===== config.mk =====
export PLATFORM = sky130hd
export DESIGN_NAME = legv8_multicycle_ctrl_flat
export DESIGN_NICKNAME = d
export VERILOG_FILES = /design/src/rtl/legv8_multicycle_ctrl_pkg.sv /design/src/rtl/legv8_multicycle_ctrl_if.sv /design/src/rtl/legv8_multicycle_ctrl_exec_counter.sv /design/src/rtl/legv8_multicycle_ctrl.sv /design/src/flat_wrapper.sv
export SDC_FILE = /design/constraint.sdc
export NUM_CORES = 1
export LEC_CHECK = 0
export CAP_MARGIN = 20
export CORE_ASPECT_RATIO = 1.2
export CORE_MARGIN = 2
export CORE_UTILIZATION = 53
export CTS_CLUSTER_DIAMETER = 100
export DETAILED_ROUTE_END_ITERATION = 6
export PLACE_DENSITY = 0.81
export SYNTH_ARGS = -nofsm -noshare
export SYNTH_HDL_FRONTEND = slang
export SYNTH_SLANG_ARGS = --single-unit

===== constraint.sdc =====
create_clock -name clk -period 4.2 [get_ports clk]
set_input_delay 0.84 -clock clk [delete_from_list [all_inputs] [get_ports clk]]
set_output_delay 0.84 -clock clk [all_outputs]
set_load 0.1 [all_outputs]

===== src/rtl/legv8_multicycle_ctrl_pkg.sv =====
// rtl/legv8_multicycle_ctrl_pkg.sv - LEGv8 multi-cycle controller types, opcodes and opcode decode
package legv8_ctrl_pkg;

  typedef enum logic [2:0] {
    S_FETCH,
    S_DECODE,
    S_EXEC,
    S_MEM,
    S_WB
  } state_t;

  typedef enum logic [2:0] {
    CLS_ALU,
    CLS_MUL,
    CLS_DIV,
    CLS_LOAD,
    CLS_STORE,
    CLS_CBZ,
    CLS_B,
    CLS_ILLEGAL
  } cls_t;

  localparam int OPC_LEN = 10;

  localparam logic [OPC_LEN-1:0] OPC_ADD  = 10'b1000101000;
  localparam logic [OPC_LEN-1:0] OPC_SUB  = 10'b1100101100;
  localparam logic [OPC_LEN-1:0] OPC_MUL  = 10'b1111100000;
  localparam logic [OPC_LEN-1:0] OPC_DIV  = 10'b0000011111;
  localparam logic [OPC_LEN-1:0] OPC_LDUR = 10'b1111100010;
  localparam logic [OPC_LEN-1:0] OPC_STUR = 10'b1111100001;
  localparam logic [OPC_LEN-1:0] OPC_CBZ  = 10'b1011010000;
  localparam logic [OPC_LEN-1:0] OPC_B    = 10'b0001010000;

  localparam logic [2:0] ALU_NOP   = 3'b000;
  localparam logic [2:0] ALU_SUB   = 3'b001;
  localparam logic [2:0] ALU_ADD   = 3'b010;
  localparam logic [2:0] ALU_DIV   = 3'b011;
  localparam logic [2:0] ALU_MUL   = 3'b100;
  localparam logic [2:0] ALU_PASSB = 3'b111;

  typedef struct packed {
    cls_t       cls;
    logic [2:0] alu_op;
    logic       mux3;
  } dec_t;

  function automatic dec_t decode_opcode(input logic [OPC_LEN-1:0] opc);
    dec_t d;
    d = '{cls: CLS_ILLEGAL, alu_op: ALU_NOP, mux3: 1'b0};
    case (opc)
      OPC_ADD:  d = '{cls: CLS_ALU,   alu_op: ALU_ADD,   mux3: 1'b1};
      OPC_SUB:  d = '{cls: CLS_ALU,   alu_op: ALU_SUB,   mux3: 1'b1};
      OPC_MUL:  d = '{cls: CLS_MUL,   alu_op: ALU_MUL,   mux3: 1'b1};
      OPC_DIV:  d = '{cls: CLS_DIV,   alu_op: ALU_DIV,   mux3: 1'b1};
      OPC_LDUR: d = '{cls: CLS_LOAD,  alu_op: ALU_ADD,   mux3: 1'b0};
      OPC_STUR: d = '{cls: CLS_STORE, alu_op: ALU_ADD,   mux3: 1'b0};
      OPC_CBZ:  d = '{cls: CLS_CBZ,   alu_op: ALU_PASSB, mux3: 1'b1};
      OPC_B:    d = '{cls: CLS_B,     alu_op: ALU_NOP,   mux3: 1'b0};
      default:  d = '{cls: CLS_ILLEGAL, alu_op: ALU_NOP, mux3: 1'b0};
    endcase
    return d;
  endfunction

endpackage


===== src/rtl/legv8_multicycle_ctrl_if.sv =====
// rtl/legv8_multicycle_ctrl_if.sv - controller bundle toward instruction memory, data memory and datapath
interface legv8_ctrl_if #(
  parameter int OPC_W    = 10,
  parameter int ALU_OP_W = 3
);
  logic [OPC_W-1:0]    opcode;
  logic                instr_valid;
  logic                instr_ready;
  logic                zero_flag;
  logic                mem_ack;
  logic                ir_write;
  logic                pc_write;
  logic                mem_read_dm;
  logic                mem_write_dm;
  logic                branch;
  logic                reg_write_rf;
  logic                mux2;
  logic                mux3;
  logic [ALU_OP_W-1:0] alu_op;
  logic                busy;
  logic                illegal;

  modport master (
    input  opcode, instr_valid, zero_flag, mem_ack,
    output instr_ready, ir_write, pc_write, mem_read_dm, mem_write_dm, branch,
           reg_write_rf, mux2, mux3, alu_op, busy, illegal
  );

  modport slave (
    output opcode, instr_valid, zero_flag, mem_ack,
    input  instr_ready, ir_write, pc_write, mem_read_dm, mem_write_dm, branch,
           reg_write_rf, mux2, mux3, alu_op, busy, illegal
  );
endinterface


===== src/rtl/legv8_multicycle_ctrl_exec_counter.sv =====
// rtl/legv8_multicycle_ctrl_exec_counter.sv - loadable down-counter timing MUL/DIV stalls in EXEC
module legv8_exec_counter #(
  parameter int W = 4
) (
  input  logic         clk,
  input  logic         rst,
  input  logic         clear,
  input  logic         load,
  input  logic [W-1:0] load_val,
  input  logic         dec,
  output logic         done
);
  logic [W-1:0] cnt;

  always_ff @(posedge clk) begin
    if (rst || clear) begin
      cnt <= '0;
    end else if (load) begin
      cnt <= load_val;
    end else if (dec && (cnt != '0)) begin
      cnt <= cnt - 1'b1;
    end
  end

  assign done = (cnt == '0);
endmodule


===== src/rtl/legv8_multicycle_ctrl.sv =====
// rtl/legv8_multicycle_ctrl.sv - LEGv8 FETCH/DECODE/EXEC/MEM/WB sequencer with MUL/DIV stall
module legv8_multicycle_ctrl
  import legv8_ctrl_pkg::*;
#(
  parameter int OPC_W    = 10,
  parameter int ALU_OP_W = 3,
  parameter int MUL_LAT  = 4,
  parameter int DIV_LAT  = 8
) (
  input logic          clk,
  input logic          rst,
  legv8_ctrl_if.master bus
);
  localparam int MAX_LAT = (MUL_LAT > DIV_LAT) ? MUL_LAT : DIV_LAT;
  localparam int CNT_W   = $clog2(MAX_LAT + 1);

  state_t           state, state_nx;
  logic [OPC_W-1:0] opc_q;
  dec_t             dec;
  logic             cnt_done;
  logic [CNT_W-1:0] cnt_load_val;

  assign dec = decode_opcode(opc_q[OPC_W-1 -: OPC_LEN]);

  always_ff @(posedge clk) begin
    if (rst) begin
      state <= S_FETCH;
      opc_q <= '0;
    end else begin
      state <= state_nx;
      if (state == S_FETCH && bus.instr_valid) begin
        opc_q <= bus.opcode;
      end
    end
  end

  // Loaded in DECODE with latency-1 so EXEC lasts exactly LAT cycles.
  always_comb begin
    cnt_load_val = '0;
    if (dec.cls == CLS_MUL) cnt_load_val = CNT_W'(MUL_LAT - 1);
    if (dec.cls == CLS_DIV) cnt_load_val = CNT_W'(DIV_LAT - 1);
  end

  legv8_exec_counter #(.W(CNT_W)) u_exec_counter (
    .clk      (clk),
    .rst      (rst),
    .clear    (state == S_EXEC && state_nx != S_EXEC),
    .load     (state == S_DECODE),
    .load_val (cnt_load_val),
    .dec      (state == S_EXEC),
    .done     (cnt_done)
  );

  always_comb begin
    state_nx         = state;
    bus.instr_ready  = 1'b0;
    bus.ir_write     = 1'b0;
    bus.pc_write     = 1'b0;
    bus.mem_read_dm  = 1'b0;
    bus.mem_write_dm = 1'b0;
    bus.branch       = 1'b0;
    bus.reg_write_rf = 1'b0;
    bus.mux2         = 1'b0;
    bus.mux3         = 1'b0;
    bus.alu_op       = '0;
    bus.busy         = (state != S_FETCH);
    bus.illegal      = 1'b0;

    unique case (state)
      S_FETCH: begin
        bus.instr_ready = 1'b1;
        bus.ir_write    = bus.instr_valid;
        if (bus.instr_valid) state_nx = S_DECODE;
      end
      S_DECODE: begin
        if (dec.cls == CLS_ILLEGAL) begin
          bus.illegal  = 1'b1;
          bus.pc_write = 1'b1;
          state_nx     = S_FETCH;
        end else begin
          state_nx = S_EXEC;
        end
      end
      S_EXEC: begin
        bus.alu_op = ALU_OP_W'(dec.alu_op);
        bus.mux3   = dec.mux3;
        if (cnt_done) begin
          case (dec.cls)
            CLS_LOAD, CLS_STORE: state_nx = S_MEM;
            CLS_CBZ: begin
              bus.pc_write = 1'b1;
              bus.branch   = bus.zero_flag;
              state_nx     = S_FETCH;
            end
            CLS_B: begin
              bus.pc_write = 1'b1;
              bus.branch   = 1'b1;
              state_nx     = S_FETCH;
            end
            default: state_nx = S_WB;
          endcase
        end
      end
      S_MEM: begin
        bus.alu_op       = ALU_OP_W'(dec.alu_op);
        bus.mux3         = dec.mux3;
        bus.mem_read_dm  = (dec.cls == CLS_LOAD);
        bus.mem_write_dm = (dec.cls == CLS_STORE);
        if (bus.mem_ack) begin
          if (dec.cls == CLS_STORE) begin
            bus.pc_write = 1'b1;
            state_nx     = S_FETCH;
          end else begin
            state_nx = S_WB;
          end
        end
      end
      S_WB: begin
        bus.alu_op       = ALU_OP_W'(dec.alu_op);
        bus.mux3         = dec.mux3;
        bus.reg_write_rf = 1'b1;
        bus.pc_write     = 1'b1;
        bus.mux2         = (dec.cls == CLS_LOAD);
        state_nx         = S_FETCH;
      end
      default: state_nx = S_FETCH;
    endcase
  end
endmodule


===== src/flat_wrapper.sv =====
// flat-port wrapper written by rule: the top's interface ports become plain ports
module legv8_multicycle_ctrl_flat import legv8_ctrl_pkg::*;
#(
  parameter int OPC_W    = 10,
  parameter int ALU_OP_W = 3,
  parameter int MUL_LAT  = 4,
  parameter int DIV_LAT  = 8
)
  (clk, rst, bus_opcode, bus_instr_valid, bus_zero_flag, bus_mem_ack, bus_instr_ready, bus_ir_write, bus_pc_write, bus_mem_read_dm, bus_mem_write_dm, bus_branch, bus_reg_write_rf, bus_mux2, bus_mux3, bus_alu_op, bus_busy, bus_illegal);
  legv8_ctrl_if #(.OPC_W(OPC_W), .ALU_OP_W(ALU_OP_W)) bus_i ();
  input logic clk;
  input logic rst;
  input wire logic [$bits(bus_i.opcode)-1:0] bus_opcode;
  input wire logic [$bits(bus_i.instr_valid)-1:0] bus_instr_valid;
  input wire logic [$bits(bus_i.zero_flag)-1:0] bus_zero_flag;
  input wire logic [$bits(bus_i.mem_ack)-1:0] bus_mem_ack;
  output wire logic [$bits(bus_i.instr_ready)-1:0] bus_instr_ready;
  output wire logic [$bits(bus_i.ir_write)-1:0] bus_ir_write;
  output wire logic [$bits(bus_i.pc_write)-1:0] bus_pc_write;
  output wire logic [$bits(bus_i.mem_read_dm)-1:0] bus_mem_read_dm;
  output wire logic [$bits(bus_i.mem_write_dm)-1:0] bus_mem_write_dm;
  output wire logic [$bits(bus_i.branch)-1:0] bus_branch;
  output wire logic [$bits(bus_i.reg_write_rf)-1:0] bus_reg_write_rf;
  output wire logic [$bits(bus_i.mux2)-1:0] bus_mux2;
  output wire logic [$bits(bus_i.mux3)-1:0] bus_mux3;
  output wire logic [$bits(bus_i.alu_op)-1:0] bus_alu_op;
  output wire logic [$bits(bus_i.busy)-1:0] bus_busy;
  output wire logic [$bits(bus_i.illegal)-1:0] bus_illegal;
  assign bus_i.opcode = bus_opcode;
  assign bus_i.instr_valid = bus_instr_valid;
  assign bus_i.zero_flag = bus_zero_flag;
  assign bus_i.mem_ack = bus_mem_ack;
  assign bus_instr_ready = bus_i.instr_ready;
  assign bus_ir_write = bus_i.ir_write;
  assign bus_pc_write = bus_i.pc_write;
  assign bus_mem_read_dm = bus_i.mem_read_dm;
  assign bus_mem_write_dm = bus_i.mem_write_dm;
  assign bus_branch = bus_i.branch;
  assign bus_reg_write_rf = bus_i.reg_write_rf;
  assign bus_mux2 = bus_i.mux2;
  assign bus_mux3 = bus_i.mux3;
  assign bus_alu_op = bus_i.alu_op;
  assign bus_busy = bus_i.busy;
  assign bus_illegal = bus_i.illegal;
  legv8_multicycle_ctrl #(.OPC_W(OPC_W), .ALU_OP_W(ALU_OP_W), .MUL_LAT(MUL_LAT), .DIV_LAT(DIV_LAT)) u_core (.clk(clk), .rst(rst), .bus(bus_i));
endmodule

==> results_dict.tcl, run 1 <==
set metrics [dict create \
    place_area_um2 1500 \
    syn_inst 165 \
    grt_busiest_layer "met2" \
    critical_path_buf_inv_count 1 \
    htree_num_levels 1 \
    rsz0062_at_grt "no" \
    syn_area_um2 1220 \
    fmax_mhz 306 \
    power.internal_w 0.000239 \
    fill_cells 220 \
    crit_type "reg -> out" \
    layout_commonest_cell "nand2_1" \
    reg2reg_depth 4 \
    post_cts_buffers 0 \
    cts_resized 0 \
    grt_use_met3_pct 3.54 \
    r2r-start "u_core.state[0]$_SDFF_PP0_" \
    dr.pass1.iters 4 \
    ios 29 \
    critPathCaptureType "output pin" \
    cts_made_buffers 3 \
    use_met2_pct 45.5 \
    hpwl_um 2410 \
    cp_cell_sequence "nor3b_1 -> nand4_1 -> o31a_1 -> and3_4 -> a2111oi_4 -> buf_4" \
    dieArea_um2 2700 \
    fin_skew_ns 0.00599 \
    ys_warn_count 0 \
    tightestPinTransition_ns 0.965 \
    p_leak_nw 0.540 \
    p_sw_w 0.000125 \
    status "completed" \
    area_delta_synth_final_pct 25.3 \
    r2r_end "u_core.u_exec_counter.cnt[2]$_SDFFE_PP0P_" \
    seq_area_um2 340 \
    wl_um 3140 \
    place.gp.congestion 0.844 \
    cts_tree "done" \
    path_clk_slew_ns 0.10 \
    clock_latency_ns 0.31 \
    dr.first_iter.drc_count 36 \
    final_cell_area_um2 1530 \
    synth-main-ff-cell "dfxtp_1" \
    p_comb_share_pct 24.1 \
    start_util_pct 54.6 \
    fin_crit_ns 3.27 \
    dp.cells 212 \
    avgSynthCellArea_um2 7.39 \
    holdBufCountCts 0 \
    grt_overflow 0 \
    synth_async_sr_flop_share_pct 0 \
    path_max_fanout 7 \
    cts.path.max_buffers 2 \
    fin_crit_sh_pct 77.9 \
    num_antenna_cells 0 \
    synth_nets 181 \
    sw_frac_of_total_pct 34.4 \
    final_cells 216 \
    r2r_slack_ns 2.13 \
    finish.net_count 202 \
    multi_input_area_um2 848 \
    setup_viol 0 \
    cp_slowest_cell "nor3b_1" \
    root_buffer "clkbuf_4" \
    hold_start "u_core.opc_q[6]$_SDFFE_PP0P_" \
    synth_edf_count 0 \
    cp-start-kind "flop" \
    fp.dieW_um 47.8 \
    finalWorstSetupSlack_ns 0.929 \
    drv_cap 0 \
    hold_viol_final 0 \
    grtUsageMet1_pct 31.1 \
    pwr-share-seq_pct 50.0 \
    row_count 19 \
    cp.depth 6 \
    maxSlewViolCount 0 \
    pwr-share-clk_pct 25.9 \
    drive_above_1_share_pct 16.2 \
    die_y_um 56.6 \
    hold_depth 2 \
    slew_headroom_pct 35.5 \
    via_per_inst 6.02 \
    ys_seq_area_share_pct 27.9 \
    ys_ff_latch 17 \
    hold_path_class "reg -> reg" \
    routed-via-count 1301 \
    drc 0 \
    holdPathEnd "u_core.opc_q[6]$_SDFFE_PP0P_" \
    arrival_ns 2.43 \
    vdd_ir_drop_max_mv 0.235 \
    final_cell_mix "nand2_1, clkdlybuf4s50_1, dfxtp_1" \
    wl_per_cell_um 14.5 \
    grt_pass1_wl_um 5380 \
    grt_max_degree 17 \
    cts_num_sinks 17 \
    antenna_left 0 \
    yosys.cell_types.count 52 \
    portBuffers 28 \
    required_ns 3.36 \
    crit_path_max_incr_delay_ns 0.45 \
    setup-tns-final_ns 0 \
    grt_pass1_vias 1233 \
    place_ws_ns 1.27 \
    antenna_found_initial 0 \
    grt.total_usage_pct 26.7 \
    power_density_nw_per_um2 238 \
    crit_family "simple AND/OR/NAND/NOR gates" \
    core_region_area_um2 2230 \
]
registers in the layout, summed over array words and instances (netlist names):
signal	flops
u_core.state	3
u_core.u_exec_counter.cnt	4
u_core.opc_q	10
cell families after synthesis:
logic type      Yosys count  synth area share [%]
flops                    17                  27.9
compound gates           38                  22.4
xor+xnor                  4                  2.87
fa+ha+maj                 1                  1.03
buf+inv                  18                  6.77
simple gates             87                  39.1
worst reg2reg max path: stages, from the launching register on:
cell,delay [ns]
dfxtp_1,0.57
nor3b_2,0.55
o311a_1,0.31
nand4b_1,0.11
a2111oi_1,0.42
synthesized netlist by cell type (2+ instances only):
cell type,instances,share of area (%)
nand2_1,31,9.5
nand2b_1,2,1.0
buf_2,6,2.5
and3b_1,2,1.4
o22ai_1,2,1.0
nor4_1,3,1.5
and2_1,4,2.1
nand3_1,3,1.2
nor3_1,8,3.3
inv_1,5,1.5
nor3b_1,5,3.1
nor2_1,12,3.7
a21oi_1,16,6.6
nor2b_1,2,1.0
o21ai_1,2,0.82
xor2_1,3,2.2
dfxtp_1,17,28
a2111oi_2,2,2.5
clkbuf_1,5,1.5
nand4_1,3,1.5
through the flow:
| stage | power (W) | hold WS, ns | util [%] |
|---|---|---|---|
| after floorplan | 0.000247 | 0.459 | - |
| after global placement | 0.000270 | 0.481 | 67.2 |
| after detailed placement | 0.000273 | 0.481 | 67.2 |
| after CTS | 0.000365 | 0.496 | 68.4 |
| after global routing | 0.000382 | 0.532 | 68.4 |
| final | 0.000364 | 0.492 | 68.4 |
power by group through the flow:
| stage | registers, W | clock network, W | logic, W |
|---|---|---|---|
| final | 0.000182 | 0.0000944 | 0.0000876 |
| after global routing | 0.000184 | 0.000102 | 0.0000955 |
| after CTS | 0.000182 | 0.0000956 | 0.0000876 |
| after detailed placement | 0.000186 | 0 | 0.0000872 |
| after global placement | 0.000185 | 0 | 0.0000854 |
| after floorplan | 0.000177 | 0 | 0.0000696 |
worst max path at each step:
| stage | from | to | slack, ns |
|---|---|---|---|
| after floorplan | u_core.state[2]$_SDFF_PP0_ | bus_mux3 | -0.005 |
| after global placement | bus_instr_valid | bus_ir_write | 1.29 |
| after detailed placement | u_core.opc_q[3]$_SDFFE_PP0P_ | bus_alu_op[2] | 1.27 |
| after CTS | u_core.opc_q[3]$_SDFFE_PP0P_ | bus_alu_op[2] | 0.92 |
| after global routing | u_core.opc_q[3]$_SDFFE_PP0P_ | bus_alu_op[2] | 0.76 |
| final | u_core.opc_q[7]$_SDFFE_PP0P_ | bus_alu_op[2] | 0.93 |
per-layer routing:
| layer | part of all wire [%] | vias up |
|---|---|---|
| li1 | - | 632 |
| met1 | 39 | 603 |
| met2 | 52 | 52 |
| met3 | 6.0 | 14 |
| met4 | 2.6 | 0 |
| met5 | 0 | - |
final cells by class:
cell class,instances,area share (%)
tap,31,2.54
timing repair buffer,28,16.5
sequential,17,22.3
clock buffer,4,1.72
inverter,6,1.47
multi-input combinational,130,55.5
Note: power is estimated with default switching activity, not from simulation.
==> inputs of run 2 (changes only) <==
- CORE_UTILIZATION: 53 -> 49
- PLACE_DENSITY: 0.81 -> 0.76
- clock period: 4.2 -> 3.3 ns (I/O delays scaled with it)
==> results_dict.tcl, run 2 (same netlist as run 1, synthesis figures left out) <==
set metrics [dict create \
    portBuffers 28 \
    largest_reg_flops 10 \
    crit_type "reg -> out" \
    cts.path.max_buffers 2 \
    setup-tns-final_ns 0 \
    row_count 19 \
    hold_viol_final 0 \
    vdd_ir_drop_max_mv 0.272 \
    p_comb_share_pct 25.4 \
    reg2reg_depth 4 \
    hold_path_class "reg -> reg" \
    cts_made_buffers 3 \
    critPathCaptureType "output pin" \
    largest_register "u_core.opc_q" \
    cts_num_sinks 17 \
    status "completed" \
    path_max_fanout 6 \
    r2r_slack_ns 1.18 \
    via_per_inst 5.85 \
    area_delta_synth_final_pct 34.4 \
    core_region_area_um2 2330 \
    finish.net_count 202 \
    wl_per_cell_um 14.5 \
    grt_max_degree 17 \
    dieArea_um2 2910 \
    die_y_um 58.7 \
    fmax_mhz 320 \
    grt_pass1_wl_um 5290 \
    grt_pass1_vias 1181 \
    cp_cell_sequence "nor3b_1 -> nand4_1 -> o31a_1 -> and3_4 -> a2111o_1 -> buf_12" \
    layout_commonest_cell "nand2_1" \
    final_cell_area_um2 1640 \
    crit_path_max_incr_delay_ns 0.45 \
    drc 0 \
    r2r-start "u_core.state[0]$_SDFF_PP0_" \
    place_area_um2 1610 \
    cp-start-kind "flop" \
    htree_num_levels 1 \
    ios 29 \
    clock_latency_ns 0.29 \
    sw_frac_of_total_pct 33.5 \
    r2r_end "u_core.u_exec_counter.cnt[2]$_SDFFE_PP0P_" \
    pwr-share-clk_pct 24.5 \
    final_cell_mix "nand2_1, dfxtp_1, a21oi_1" \
    cts_resized 0 \
    root_buffer "clkbuf_4" \
    required_ns 2.64 \
    grt.total_usage_pct 23.4 \
    antenna_found_initial 0 \
    hold_depth 2 \
    post_cts_buffers 0 \
    fp.dieW_um 49.6 \
    cp_slowest_cell "nor3b_1" \
    hold_start "u_core.opc_q[6]$_SDFFE_PP0P_" \
    power_density_nw_per_um2 282 \
    drive_above_1_share_pct 19.5 \
    setup_viol 0 \
    antenna_left 0 \
    maxSlewViolCount 0 \
    dr.first_iter.drc_count 31 \
    place.gp.congestion 0.924 \
    largestRegisters "u_core.opc_q x10, u_core.u_exec_counter.cnt x4, u_core.state x3" \
    tightestPinTransition_ns 0.594 \
    dr.pass1.iters 4 \
    cts_tree "done" \
    p_leak_nw 0.618 \
    holdPathEnd "u_core.opc_q[6]$_SDFFE_PP0P_" \
    grt_overflow 0 \
    p_sw_w 0.000155 \
    fin_skew_ns 0.00852 \
    start_util_pct 52.4 \
    arrival_ns 2.47 \
    routed-via-count 1263 \
    power.internal_w 0.000308 \
    path_clk_slew_ns 0.09 \
    drv_cap 0 \
    hpwl_um 2530 \
    fin_crit_sh_pct 94.8 \
    rsz0062_at_grt "no" \
    slew_headroom_pct 60.3 \
    holdBufCountCts 0 \
    pwr-share-seq_pct 50.1 \
    fin_crit_ns 3.13 \
    num_antenna_cells 0 \
    wl_um 3140 \
]
## run 2: worst max-delay path by stage
stage,startpoint,to,cells past startpoint
floorplan,u_core.state[2]$_SDFF_PP0_,bus_alu_op[2],4
global placement,u_core.opc_q[3]$_SDFFE_PP0P_,bus_pc_write,6
detailed placement,u_core.opc_q[3]$_SDFFE_PP0P_,bus_pc_write,6
CTS,u_core.opc_q[3]$_SDFFE_PP0P_,bus_pc_write,6
global route,u_core.opc_q[3]$_SDFFE_PP0P_,bus_pc_write,6
finish,u_core.opc_q[3]$_SDFFE_PP0P_,bus_pc_write,6
## run 2: worst max-delay path: cells and delay by family, from the launching register on
| kind | cells | cell delay [ns] |
|---|---|---|
| buffers and inverters | 1 | 0.19 |
| AO/OA/AOI/OAI | 2 | 0.62 |
| flip-flops | 1 | 0.41 |
| AND/OR/NAND/NOR | 3 | 0.96 |
## run 2: power groups by stage
stage	sequential, W	combinational, W	clock [W]
2_1_floorplan	0.000226	0.0000908	0
3_3_place_gp	0.000235	0.000115	0
3_5_place_dp	0.000237	0.000117	0
4_1_cts	0.000232	0.000117	0.000114
5_1_grt	0.000234	0.000125	0.000121
6_report	0.000232	0.000117	0.000114
## run 2: cell type report
class | instances | area (um2)
multi-input cells | 130 | 903
well taps | 31 | 38.8
flip-flops and latches | 17 | 340
repair buffers | 28 | 308
inverters | 6 | 22.5
clock buffers | 4 | 26.3
fillers | 217 | 691
## run 2: routing by layer
layer	vias to the layer above	global-route usage, %	routed length (um)
met5	-	0	0
met4	0	11.1	75
met3	8	2.79	144
met2	42	40.8	1510
met1	580	28.7	1420
li1	633	-	-
## run 2: per-stage QoR
stage          utilization (%)  hold WS, ns  instances  total power [W]  setup slack, ns
6_report                  70.4        0.492        216         0.000463            0.173
3_3_place_gp              69.2        0.473        212         0.000350            0.614
2_1_floorplan                -        0.459        165         0.000317           -0.161
4_1_cts                   70.4        0.497        216         0.000463            0.189
3_5_place_dp              69.2        0.482        212         0.000353            0.530
5_1_grt                   70.4        0.516        216         0.000480           0.0503
